[src/rtl/gpu_sched_pkg.sv]
// Shared types and layer register field positions for the raster scheduler.
package gpu_sched_pkg;

  typedef enum logic [2:0] {
    IDLE = 3'd0,
    LOAD = 3'd1,
    CALC = 3'd2,
    HAND = 3'd3,
    DONE = 3'd4
  } sched_state_t;

  localparam int LR_POPULATED_BIT = 0;
  localparam int LR_SPRITE_BIT    = 1;
  localparam int LR_VISIBLE_BIT   = 2;
  localparam int LAYER_REG_W      = 128;

  // A layer takes part in the raster only when it is both populated and visible.
  function automatic logic layer_enabled(input logic [LAYER_REG_W-1:0] word);
    return word[LR_POPULATED_BIT] & word[LR_VISIBLE_BIT];
  endfunction

endpackage

[src/rtl/layer_priority_finder.sv]
// Combinational search for the first enabled layer at (optionally) or above a start index.
module layer_priority_finder #(
  parameter int NUM_LAYERS = 8,
  parameter int L_W        = 3
) (
  input  logic [NUM_LAYERS-1:0] mask,
  input  logic [L_W-1:0]        start,
  input  logic                  include_start,
  output logic                  found,
  output logic [L_W-1:0]        index,
  output logic                  last
);

  // Scan from the top down so the lowest qualifying layer is the one left standing;
  // "last" reports that nothing enabled sits above the chosen index.
  always_comb begin
    found = 1'b0;
    index = '0;
    last  = 1'b1;
    for (int i = NUM_LAYERS - 1; i >= 0; i--) begin
      if (mask[i] && ((i > int'(start)) || (include_start && (i == int'(start))))) begin
        found = 1'b1;
        index = L_W'(i);
      end
    end
    if (found) begin
      for (int i = 0; i < NUM_LAYERS; i++) begin
        if (mask[i] && (i > int'(index))) last = 1'b0;
      end
    end
  end

endmodule

[src/rtl/layer_raster_scheduler.sv]
// Walks the raster (x fastest, then y) and every enabled layer per pixel, pulsing
// pipeline_clk low for one cycle per slot and handing each finished slot downstream.
//
// Handshake: out_valid rises only in HAND and holds, together with every slot field,
// until the cycle where out_valid && out_ready are both high; that cycle is the accept.
module layer_raster_scheduler
  import gpu_sched_pkg::*;
#(
  parameter int  HOR_PIX    = 480,
  parameter int  VER_PIX    = 272,
  parameter int  NUM_LAYERS = 8,
  localparam int X_DEPTH    = $clog2(HOR_PIX),
  localparam int Y_DEPTH    = $clog2(VER_PIX),
  localparam int L_W        = (NUM_LAYERS > 1) ? $clog2(NUM_LAYERS) : 1
) (
  input  logic                              clk,
  input  logic                              rst,
  input  logic                              frame_start,
  input  logic [NUM_LAYERS*LAYER_REG_W-1:0] layer_regs,
  input  logic                              alu_rdy,
  input  logic                              out_ready,
  output logic                              pipeline_clk,
  output logic [LAYER_REG_W-1:0]            layer_regs_sel,
  output logic [X_DEPTH:0]                  x_pixel,
  output logic [Y_DEPTH:0]                  y_pixel,
  output logic [L_W-1:0]                    layer_idx,
  output logic                              out_valid,
  output logic                              out_last,
  output logic                              out_bg,
  output logic                              busy,
  output logic                              frame_done,
  output logic [2:0]                        state_dbg
);

  localparam logic [X_DEPTH:0] X_MAX = (X_DEPTH + 1)'(HOR_PIX - 1);
  localparam logic [Y_DEPTH:0] Y_MAX = (Y_DEPTH + 1)'(VER_PIX - 1);

  sched_state_t          state, state_n;
  logic [NUM_LAYERS-1:0] live_mask, mask_q, lowest_mask;
  logic                  bg_q, calc_arm;
  logic                  lowest_found, next_found, frame_end;
  logic [L_W-1:0]        lowest_idx, next_idx;
  logic                  lowest_last_unused, next_last_unused;

  // Enable bits decoded from the live register file; only sampled at frame start.
  always_comb begin
    live_mask = '0;
    for (int i = 0; i < NUM_LAYERS; i++) begin
      live_mask[i] = layer_enabled(layer_regs[i*LAYER_REG_W +: LAYER_REG_W]);
    end
  end

  assign lowest_mask    = (state == IDLE) ? live_mask : mask_q;
  assign layer_regs_sel = layer_regs[int'(layer_idx)*LAYER_REG_W +: LAYER_REG_W];
  assign frame_end      = (x_pixel == X_MAX) && (y_pixel == Y_MAX);
  assign state_dbg      = state;

  layer_priority_finder #(.NUM_LAYERS(NUM_LAYERS), .L_W(L_W)) u_lowest (
    .mask          (lowest_mask),
    .start         ('0),
    .include_start (1'b1),
    .found         (lowest_found),
    .index         (lowest_idx),
    .last          (lowest_last_unused)
  );

  layer_priority_finder #(.NUM_LAYERS(NUM_LAYERS), .L_W(L_W)) u_next (
    .mask          (mask_q),
    .start         (layer_idx),
    .include_start (1'b0),
    .found         (next_found),
    .index         (next_idx),
    .last          (next_last_unused)
  );

  // State register.
  always_ff @(posedge clk or negedge rst) begin
    if (!rst) state <= IDLE;
    else      state <= state_n;
  end

  // Next-state decode and state-derived outputs.
  always_comb begin
    state_n      = state;
    pipeline_clk = 1'b0;
    out_valid    = 1'b0;
    out_last     = 1'b0;
    out_bg       = 1'b0;
    busy         = 1'b0;
    frame_done   = 1'b0;
    case (state)
      IDLE: if (frame_start) state_n = LOAD;
      LOAD: begin
        busy    = 1'b1;
        state_n = CALC;
      end
      CALC: begin
        busy         = 1'b1;
        pipeline_clk = 1'b1;
        // First CALC cycle may still see rdy from the previous slot, so it is skipped.
        if (calc_arm && (bg_q || alu_rdy)) state_n = HAND;
      end
      HAND: begin
        busy         = 1'b1;
        pipeline_clk = 1'b1;
        out_valid    = 1'b1;
        out_last     = bg_q | ~next_found;
        out_bg       = bg_q;
        if (out_ready) state_n = (out_last && frame_end) ? DONE : LOAD;
      end
      DONE: begin
        frame_done = 1'b1;
        state_n    = IDLE;
      end
      default: state_n = IDLE;
    endcase
  end

  // Slot datapath: frame mask snapshot, raster counters and layer walk.
  always_ff @(posedge clk or negedge rst) begin
    if (!rst) begin
      x_pixel   <= '0;
      y_pixel   <= '0;
      layer_idx <= '0;
      mask_q    <= '0;
      bg_q      <= 1'b0;
      calc_arm  <= 1'b0;
    end else begin
      calc_arm <= (state == CALC);
      case (state)
        IDLE: begin
          if (frame_start) begin
            mask_q    <= live_mask;
            x_pixel   <= '0;
            y_pixel   <= '0;
            layer_idx <= lowest_idx;
            bg_q      <= ~lowest_found;
          end
        end
        HAND: begin
          if (out_ready) begin
            if (!out_last) begin
              layer_idx <= next_idx;
            end else begin
              if (!frame_end) begin
                if (x_pixel == X_MAX) begin
                  x_pixel <= '0;
                  y_pixel <= y_pixel + {{Y_DEPTH{1'b0}}, 1'b1};
                end else begin
                  x_pixel <= x_pixel + {{X_DEPTH{1'b0}}, 1'b1};
                end
              end
              layer_idx <= lowest_idx;
            end
          end
        end
        DONE: begin
          x_pixel   <= '0;
          y_pixel   <= '0;
          layer_idx <= '0;
        end
        default: ;
      endcase
    end
  end

endmodule

[config.mk]
export PLATFORM = sky130hd
export DESIGN_NAME = layer_raster_scheduler
export DESIGN_NICKNAME = d
export VERILOG_FILES = /design/src/rtl/gpu_sched_pkg.sv /design/src/rtl/layer_priority_finder.sv /design/src/rtl/layer_raster_scheduler.sv
export SDC_FILE = /design/constraint.sdc
export NUM_CORES = 1
export LEC_CHECK = 0
export ABC_AREA = 1
export BUFFER_PORTS_ARGS = -buffer_cell sky130_fd_sc_hd__buf_2
export CORE_AREA = 4 4 466 468
export CTS_BUF_LIST = sky130_fd_sc_hd__clkbuf_16
export DETAILED_ROUTE_END_ITERATION = 8
export DIE_AREA = 0 0 470 472
export GPL_TIMING_DRIVEN = 0
export SYNTH_ARGS = -nofsm -noshare
export SYNTH_HDL_FRONTEND = slang
export SYNTH_SLANG_ARGS = --single-unit
[constraint.sdc]
create_clock -name clk -period 2.29 [get_ports clk]
set_input_delay 0.229 -clock clk [delete_from_list [all_inputs] [get_ports clk]]
set_output_delay 0.229 -clock clk [all_outputs]
set_load 0.1 [all_outputs]
==> summary.md, run 1 <==
| Metric | Value |
|---|---|
| Status | finished with violations |
| Failing checks | setup timing |
| Nets | between 3000 and 4000 |
| FF-to-FF End | y_pixel[2]$_DFFE_PN0P_ |
| Core Footprint | around 0.21 mm2 |
| Synth-to-Final Area Change | 209.6% |
| R2R depth | 16 |
| Crit path max fanout | 5 |
| Residual DRC | 0 |
| Most numerous cell in the Yosys netlist | o21ai_0 |
| Initial Utilization | 0.04522 |
| Final Hold Vio Count | 0 |
| Die ar. | 0.2218 mm2 |
| Clock transition at the registers of the reported paths | approximately 0.06 ns |
| Register area | ~910 um2 |
| CP arrival | between 3 and 4 ns |
| Largest net degree at the start of global routing | 37 |
| Fraction of layout cells with a size suffix above 1 | 0.7127 |
| Vias | approximately 21000 |
| DR pass1 iterations | 5 |
| IO buf count | 1188 |
| Required @ worst endpoint | roughly 2.1 ns |
| P per Cell Area | roughly 2400 mW/mm2 |
| ANT nets after route | 0 |
| Post-Synthesis Net Count | between 2000 and 3000 |
| Post-layout min period | around 3.3 ns |
| Final Setup Violations | 130 |
| Overall routing resource usage | 0.1847 |
| Reg2reg start | layer_idx[1]$_DFFE_PN0P_ |
| Clk_lat worst skew | 0.29 ns |
| Mapped Cells | 1596 |
| Via density per instance | approximately 3.5 |
| Initial DRC count | roughly 1600 |
| Setup ws final | -1.040 ns |
| Top_reg_cell synth | dfrtp_1 |
| Synth Register Bits | 36 |
| Startpoint types | flop |
| R2R Setup Slk | -0.01 ns |
| LEAKAGE | around 12 nW |
| Synthesized area | around 0.0097 mm2 |
| Multi-input logic area | 0.01227 mm2 |
| Finished Cell Area | 0.02990 mm2 |
| Fillers | 24620 |
| Clk root buf | clkbuf_16 |
| Max Fclk | between 300 and 400 MHz |
| Slew margin rel. | 0.3871 |
| Die width | between 400 and 500 um |
| Commonest cells post-synth | o21ai_0 (295), a22oi_1 (252), nand2_1 (246) |
| Total Neg Setup Slack | -78.40 ns |
| Io pins | between 1000 and 1500 |
| Worst Max-Slew Pin Slew | a little over 0.9 ns |
| Worst Skew | approximately 0.0090 ns |
| Die Y | ~470 um |
| Type of destination of the critical path | primary output |
| FFs w/ async S/R, synth | 1.000 |
| Synth warnings | 0 |
| Max cap viols | 0 |
| Avg Cell Area, Syn | roughly 6.1 um2 |
| WL final | 218.5 mm |
| Site Rows | 170 |
| Top post-synthesis cells by area | a22oi_1 (20%), o21ai_0 (15%), o221ai_1 (12%) |
| Number of global-route vias before repair | approximately 21000 |
| First-pass GRT wire length | 258.4 mm |
| Hpwl dp | around 190 mm |
| Post-synth EDFFs | 0 |
| Dpl cell area | about 0.022 mm2 |
| Final core occ | 0.1400 |
| CTS Sinks | 36 |
| Library cells used by synthesis | 38 |
| CTS max path bufs | 2 |
| GR Overflow Total | 0 |
| Kind of critical path | reg -> out |
| H-tree Lvls | 2 |
| Dpl cells | ~5600 |
| VDD IR max | around 1.1 mV |
| Final period utilization | 1.454 |
| Routed len/inst | between 30 and 40 um |
| Sequential area share after synthesis | 0.09328 |
| Initial antenna violation count | between 200 and 250 |
| Hold WC Path Type | in -> async |
| Clock buffer count from CTS | 5 |
| CTS tree | built |
| Gpl congestion | 0.9706 |
| RSZ-0062 raised after global routing | true |
| Final slew viol count | 0 |
| Fin cells | just under 6000 |
| Synth top area share | 0.1959 |
| Post-synth top area cell | a22oi_1 |
repair_timing:
item / 4_1_cts / 5_1_grt
setup endpoints to repair: 155 / 146
resized for setup: 1274 / 448
gates cloned: 4 / 11
setup buffers: 92 / 84
hold buffers: 0 / 0
hold endpoints to repair: 0 / 0
pin swaps: 68 / 138
per-stage QoR:
step / setup WS [ns] / hold WS, ns / power, W
floorplan: -0.3436 / -0.06659 / 0.03373
global placement: -3.918 / 0.4042 / 0.05316
detailed placement: -3.000 / 0.4136 / 0.05364
CTS: -1.082 / 0.1007 / 0.06942
global route: -0.9923 / 0.1476 / 0.07497
finish: -1.040 / 0.06341 / 0.07210
worst max-delay path: stages (launching register included):
cell and delay [ns]:
dfrtp_4 0.55, nand2_8 0.09, clkinvlp_4 0.08, buf_12 0.13, clkbuf_16 0.16, buf_16 0.14
buf_12 0.14, a22oi_2 0.61, o21ai_2 0.16, nand2_4 0.19, o221ai_4 0.21, buf_12 0.23
cells in the final DEF, fill, tap and decap left out, types with 6 or more instances in the layout:
master     instances
a21oi_1            6
a22oi_1           57
a22oi_2          195
buf_12           207
buf_16            16
buf_2           1062
buf_4             66
buf_6             58
buf_8             32
clkbuf_16         25
clkbuf_2          26
clkbuf_4          22
clkbuf_8          14
dfrtp_1           33
diode_2          109
inv_1             37
mux2i_1           59
mux2i_2           11
mux2i_4            6
nand2_1          173
nand2_2           56
nand2_4           22
nand3_1           17
nand4_1            9
nor2_1           207
nor2_2            17
nor2_4             9
nor3_1             8
o21ai_0          129
o21ai_1           91
o21ai_2           82
o21ai_4           35
o221ai_4         128
xor2_1             9
cells by family after synthesis:
logic type,Yosys count,synth area share
xor gates and xnor gates,9,0.008162
AOI/OAI and AO/OA,731,0.4990
buffers and inverters,211,0.09120
muxes,76,0.07877
adders and majority gates,2,0.002591
DFF,36,0.09328
and+or+nand+nor,531,0.2270
registers in the layout (all words and copies together), names as in the netlist:
| name | flops |
|---|---|
| x_pixel | 10 |
| y_pixel | 10 |
| mask_q | 8 |
| layer_idx | 3 |
| state_dbg | 3 |
| bg_q | 1 |
| calc_arm | 1 |
per-layer routing:
metal	vias to the layer above	share of wire	GRT usage
met5	-	0.0030	0.0004326
met4	98	0.052	0.07317
met3	483	0.11	0.07850
met2	1515	0.49	0.3275
met1	9843	0.35	0.1921
li1	8920	-	-
worst max path at each step:
stage                                   from                 end  slack (ns)  depth (start not counted)
floorplan           layer_idx[2]$_DFFE_PN0P_   layer_regs_sel[0]       -0.34                          4
detailed placement  layer_idx[0]$_DFFE_PN0P_  layer_regs_sel[37]       -3.00                          8
finish              layer_idx[1]$_DFFE_PN0P_  layer_regs_sel[10]       -1.04                         11
global placement    layer_idx[1]$_DFFE_PN0P_  layer_regs_sel[88]       -3.92                          8
global route        layer_idx[0]$_DFFE_PN0P_  layer_regs_sel[10]       -0.99                         11
CTS                 layer_idx[0]$_DFFE_PN0P_  layer_regs_sel[10]       -1.08                         12
area by class of cell:
cell class | count | share of cell area
tap | 2838 | 0.1188
inverter | 45 | 0.006361
timing repair buffer | 1386 | 0.3573
buffer | 142 | 0.06202
antenna | 109 | 0.009123
sequential | 36 | 0.03051
clock buffer | 5 | 0.004185
clock inverter | 3 | 0.001423
multi-input combinational | 1349 | 0.4104
where the power goes:
group / total [W] / internal, W / switching, W / leakage [nW]
registers: 0.00112 / 0.000844 / 0.000273 / 0.475
logic: 0.0702 / 0.0241 / 0.0460 / 11.2
clock network: 0.000814 / 0.000512 / 0.000302 / 0.0805
total: 0.0721 / 0.0255 / 0.0466 / 11.8
No activity file was read; power rests on OpenSTA's default activity.
==> run 2: changes to the inputs <==
--- a/config.mk
+++ b/config.mk
@@ -7,10 +7,9 @@
 export LEC_CHECK = 0
 export ABC_AREA = 1
 export BUFFER_PORTS_ARGS = -buffer_cell sky130_fd_sc_hd__buf_2
-export CORE_AREA = 4 4 466 468
-export CTS_BUF_LIST = sky130_fd_sc_hd__clkbuf_16
+export CORE_AREA = 4 4 460 462
 export DETAILED_ROUTE_END_ITERATION = 8
-export DIE_AREA = 0 0 470 472
+export DIE_AREA = 0 0 464 466
 export GPL_TIMING_DRIVEN = 0
 export SYNTH_ARGS = -nofsm -noshare
 export SYNTH_HDL_FRONTEND = slang
==> constraint.sdc (replaced) <==
create_clock -name clk -period 4.2 [get_ports clk]
set_input_delay 0.42 -clock clk [delete_from_list [all_inputs] [get_ports clk]]
set_output_delay 0.42 -clock clk [all_outputs]
set_load 0.1 [all_outputs]
==> run 2 against run 1 <==
Register-to-register slack gained 1.7 ns. First-iteration DRC count increased by 32%. Non-clock buffer count shrank 164. Routed wire length is 7.4% higher. Final cell count down 3.4%. The run still ends with setup timing left. Power is 63% lower. Worst setup slack better by 1.0 ns. Largest cell class is now multi-input gates. Global-route usage grew 2.1 points.
==> summary.md, run 2 (synthesis gave the netlist of run 1 again) <==
| Metric | Value |
|---|---|
| Status | finished with violations |
| Failing checks | setup timing |
| Initial Utilization | 0.04664 (+0.001416) |
| Site Rows | 167 (-1.8%) |
| Die Y | 466 um (-1.3%) |
| DR pass1 iterations | 5 (unchanged) |
| Commonest non-fill, non-tap cell in the layout | buf_2 |
| Fillers | 24710 (+0.38%) |
| Final core occ | 0.09739 (-0.04262) |
| Overall routing resource usage | 0.2053 (+0.02057) |
| Die ar. | 0.2162 mm2 (-2.5%) |
| H-tree Lvls | 2 (unchanged) |
| CTS max path bufs | 2 (unchanged) |
| Multi-input logic area | 0.008122 mm2 (-34%) |
| Register area | 900.9 um2 (-1.2%) |
| Gpl congestion | 0.9397 (-3.2%) |
| Initial DRC count | 2053 (+32%) |
| FF-to-FF End | y_pixel[6]$_DFFE_PN0P_ |
| P per Cell Area | 1311 mW/mm2 (-46%) |
| Final Setup Violations | 1 (-99%) |
| Clock transition at the registers of the reported paths | 0.07 ns (about the same) |
| CP max stage cell | o21ai_1 |
| Dpl cell area | 0.01919 mm2 (-12%) |
| Final period utilization | 1.000 |
| Worst Max-Slew Pin Slew | 1.264 ns (+0.3450 ns) |
| Initial antenna violation count | 367 (+67%) |
| Die width | 464 um (-1.3%) |
| CP Cell Sequence | buf_2 > clkbuf_2 > buf_12 > clkbuf_1 > o21ai_0 > o21ai_1 > nand2_1 > o221ai_1 > buf_2 |
| Worst Skew | 0.01752 ns (+0.008551 ns) |
| Finished Cell Area | 0.02017 mm2 (-33%) |
| Via density per instance | 3.639 (+3.2%) |
| Core Footprint | 0.2071 mm2 (-3.0%) |
| Setup ws final | -0.0002003 ns (+1.040 ns) |
| Dpl ws | -1.248 ns (+1.753 ns) |
| Most frequent cells in the layout | buf_2 (1190), o21ai_0 (261), nand2_1 (246), a22oi_1 (229), nor2_1 (227) |
| RSZ-0062 raised after global routing | true |
| Routed len/inst | 41.10 um (+11%) |
| Clk_lat worst skew | 0.31 ns (+0.02 ns) |
| Startpoint types | flop |
| Vias | 20780 (-0.37%) |
| Tot Pwr | 0.02644 W (-63%) |
| Residual DRC | 0 (unchanged) |
| Hold WC Path Type | in -> async |
| CTS tree | built |
| VDD IR max | 0.5612 mV (-51%) |
| Type of destination of the critical path | primary output |
| Clock buffer count from CTS | 5 (unchanged) |
| Nets | 3832 (-4.1%) |
| Registers with the most flip-flops | x_pixel: 10 flops, y_pixel: 10 flops, mask_q: 8 flops |
| Fraction of layout cells with a size suffix above 1 | 0.4864 (-0.2263) |
| LEAKAGE | 8.734 nW (-26%) |
| Start point of the critical path | layer_idx[0]$_DFFE_PN0P_ |
| First-pass GRT wire length | 272.5 mm (+5.5%) |
| Critical Path Max Stage Delay | 0.50 ns (-0.11 ns) |
| WL final | 234.7 mm (+7.4%) |
| Worst setup path endpoint | layer_regs_sel[34] |
| Io pins | 1189 (unchanged) |
| Worst Hold Margin | 0.2653 ns (+0.2019 ns) |
| Final Hold Vio Count | 0 (unchanged) |
| Number of global-route vias before repair | 19110 (-7.0%) |
| Kind of critical path | reg -> out |
| CP arrival | 3.78 ns (+0.68 ns) |
| CP dominant cell by count | buf_2 |
| R2R Setup Slk | 1.66 ns (+1.67 ns) |
| Post-layout min period | 4.200 ns |
| Slew margin rel. | 0.1571 (-0.2300) |
| Clk root buf | clkbuf_16 |
| Largest net degree at the start of global routing | 37 (unchanged) |
| R2R depth | 17 (+1) |
| GR Overflow Total | 0 (unchanged) |
| Required @ worst endpoint | 3.78 ns (+1.72 ns) |
| CTS Sinks | 36 (unchanged) |
| Reg2reg start | layer_idx[2]$_DFFE_PN0P_ |
| Synth-to-Final Area Change | 108.8% |
| Max cap viols | 0 (unchanged) |
| ANT nets after route | 0 (unchanged) |
| Max Fclk | 238.1 MHz |
| Final slew viol count | 0 (unchanged) |
| Crit path max fanout | 10 (+5) |
| Hpwl dp | 215.4 mm (+12%) |
| IO buf count | 1188 (unchanged) |
-- run 2: cell types whose count changed in the layout (fill, tap and decap cells not counted), sizes merged --
| cell | delta |
|---|---|
| buf | -186 |
| clkbuf | +21 |
| diode | +12 |
| clkinvlp | -3 |
| inv | +2 |
| clkdlybuf4s15 | +1 |
| clkdlybuf4s18 | +1 |
-- run 2: final cells by class --
type                       count  area share
inverter                      45    0.008500
tap                         2788      0.1730
clock buffer                   6    0.006391
timing repair buffer        1198      0.3081
antenna                      121     0.01502
multi-input combinational   1349      0.4027
buffer                       166     0.03983
sequential                    36     0.04467
clock inverter                 2    0.001737
-- run 2: worst max-delay path, delay by kind of cell, from the launching register on --
kind	cells	cell delay [ns]
buffers and inverters	5	1.88
flip-flops	1	0.38
AND/OR/NAND/NOR	1	0.30
AO/OA/AOI/OAI	3	0.85
-- run 2: stage by stage --
step,setup TNS (ns),instances
finish,-0.0002003,5711
global route,-0.01462,5648
CTS,-0.02351,5590
detailed placement,-36.79,5576
global placement,-129.83,5572
floorplan,0,1596
-- run 2: worst min path at each step --
| stage | from | endpoint | slack (ns) | cells past startpoint |
|---|---|---|---|---|
| CTS | rst | x_pixel[4]$_DFFE_PN0P_ | 0.31 | 1 |
| detailed placement | mask_q[0]$_DFFE_PN0P_ | mask_q[0]$_DFFE_PN0P_ | 0.49 | 2 |
| global route | rst | x_pixel[7]$_DFFE_PN0P_ | 0.34 | 1 |
| floorplan | rst | bg_q$_DFFE_PN0P_ | 0.12 | 0 |
| finish | rst | x_pixel[4]$_DFFE_PN0P_ | 0.27 | 1 |
| global placement | mask_q[0]$_DFFE_PN0P_ | mask_q[0]$_DFFE_PN0P_ | 0.48 | 2 |
-- run 2: layer usage --
layer	GRT usage	share of wire
met1	0.2186	0.35
met4	0.06101	0.040
met3	0.1218	0.15
met5	0	0.0055
met2	0.3408	0.46
-- run 2: repair_timing --
action                     4_1_cts  5_1_grt
setup endpoints to repair      117       16
gates resized for setup        155       14
pin swaps                        2        1
buffers inserted                 6        0
hold buffers                     0        0
-- run 2: report_power, final --
| part | total, W | internal (W) | switching (W) |
|---|---|---|---|
| Combinational | 0.0254 | 0.00427 | 0.0211 |
| Clock | 0.000467 | 0.000281 | 0.000186 |
| Sequential | 0.000590 | 0.000449 | 0.000141 |
| Total | 0.0264 | 0.00500 | 0.0214 |
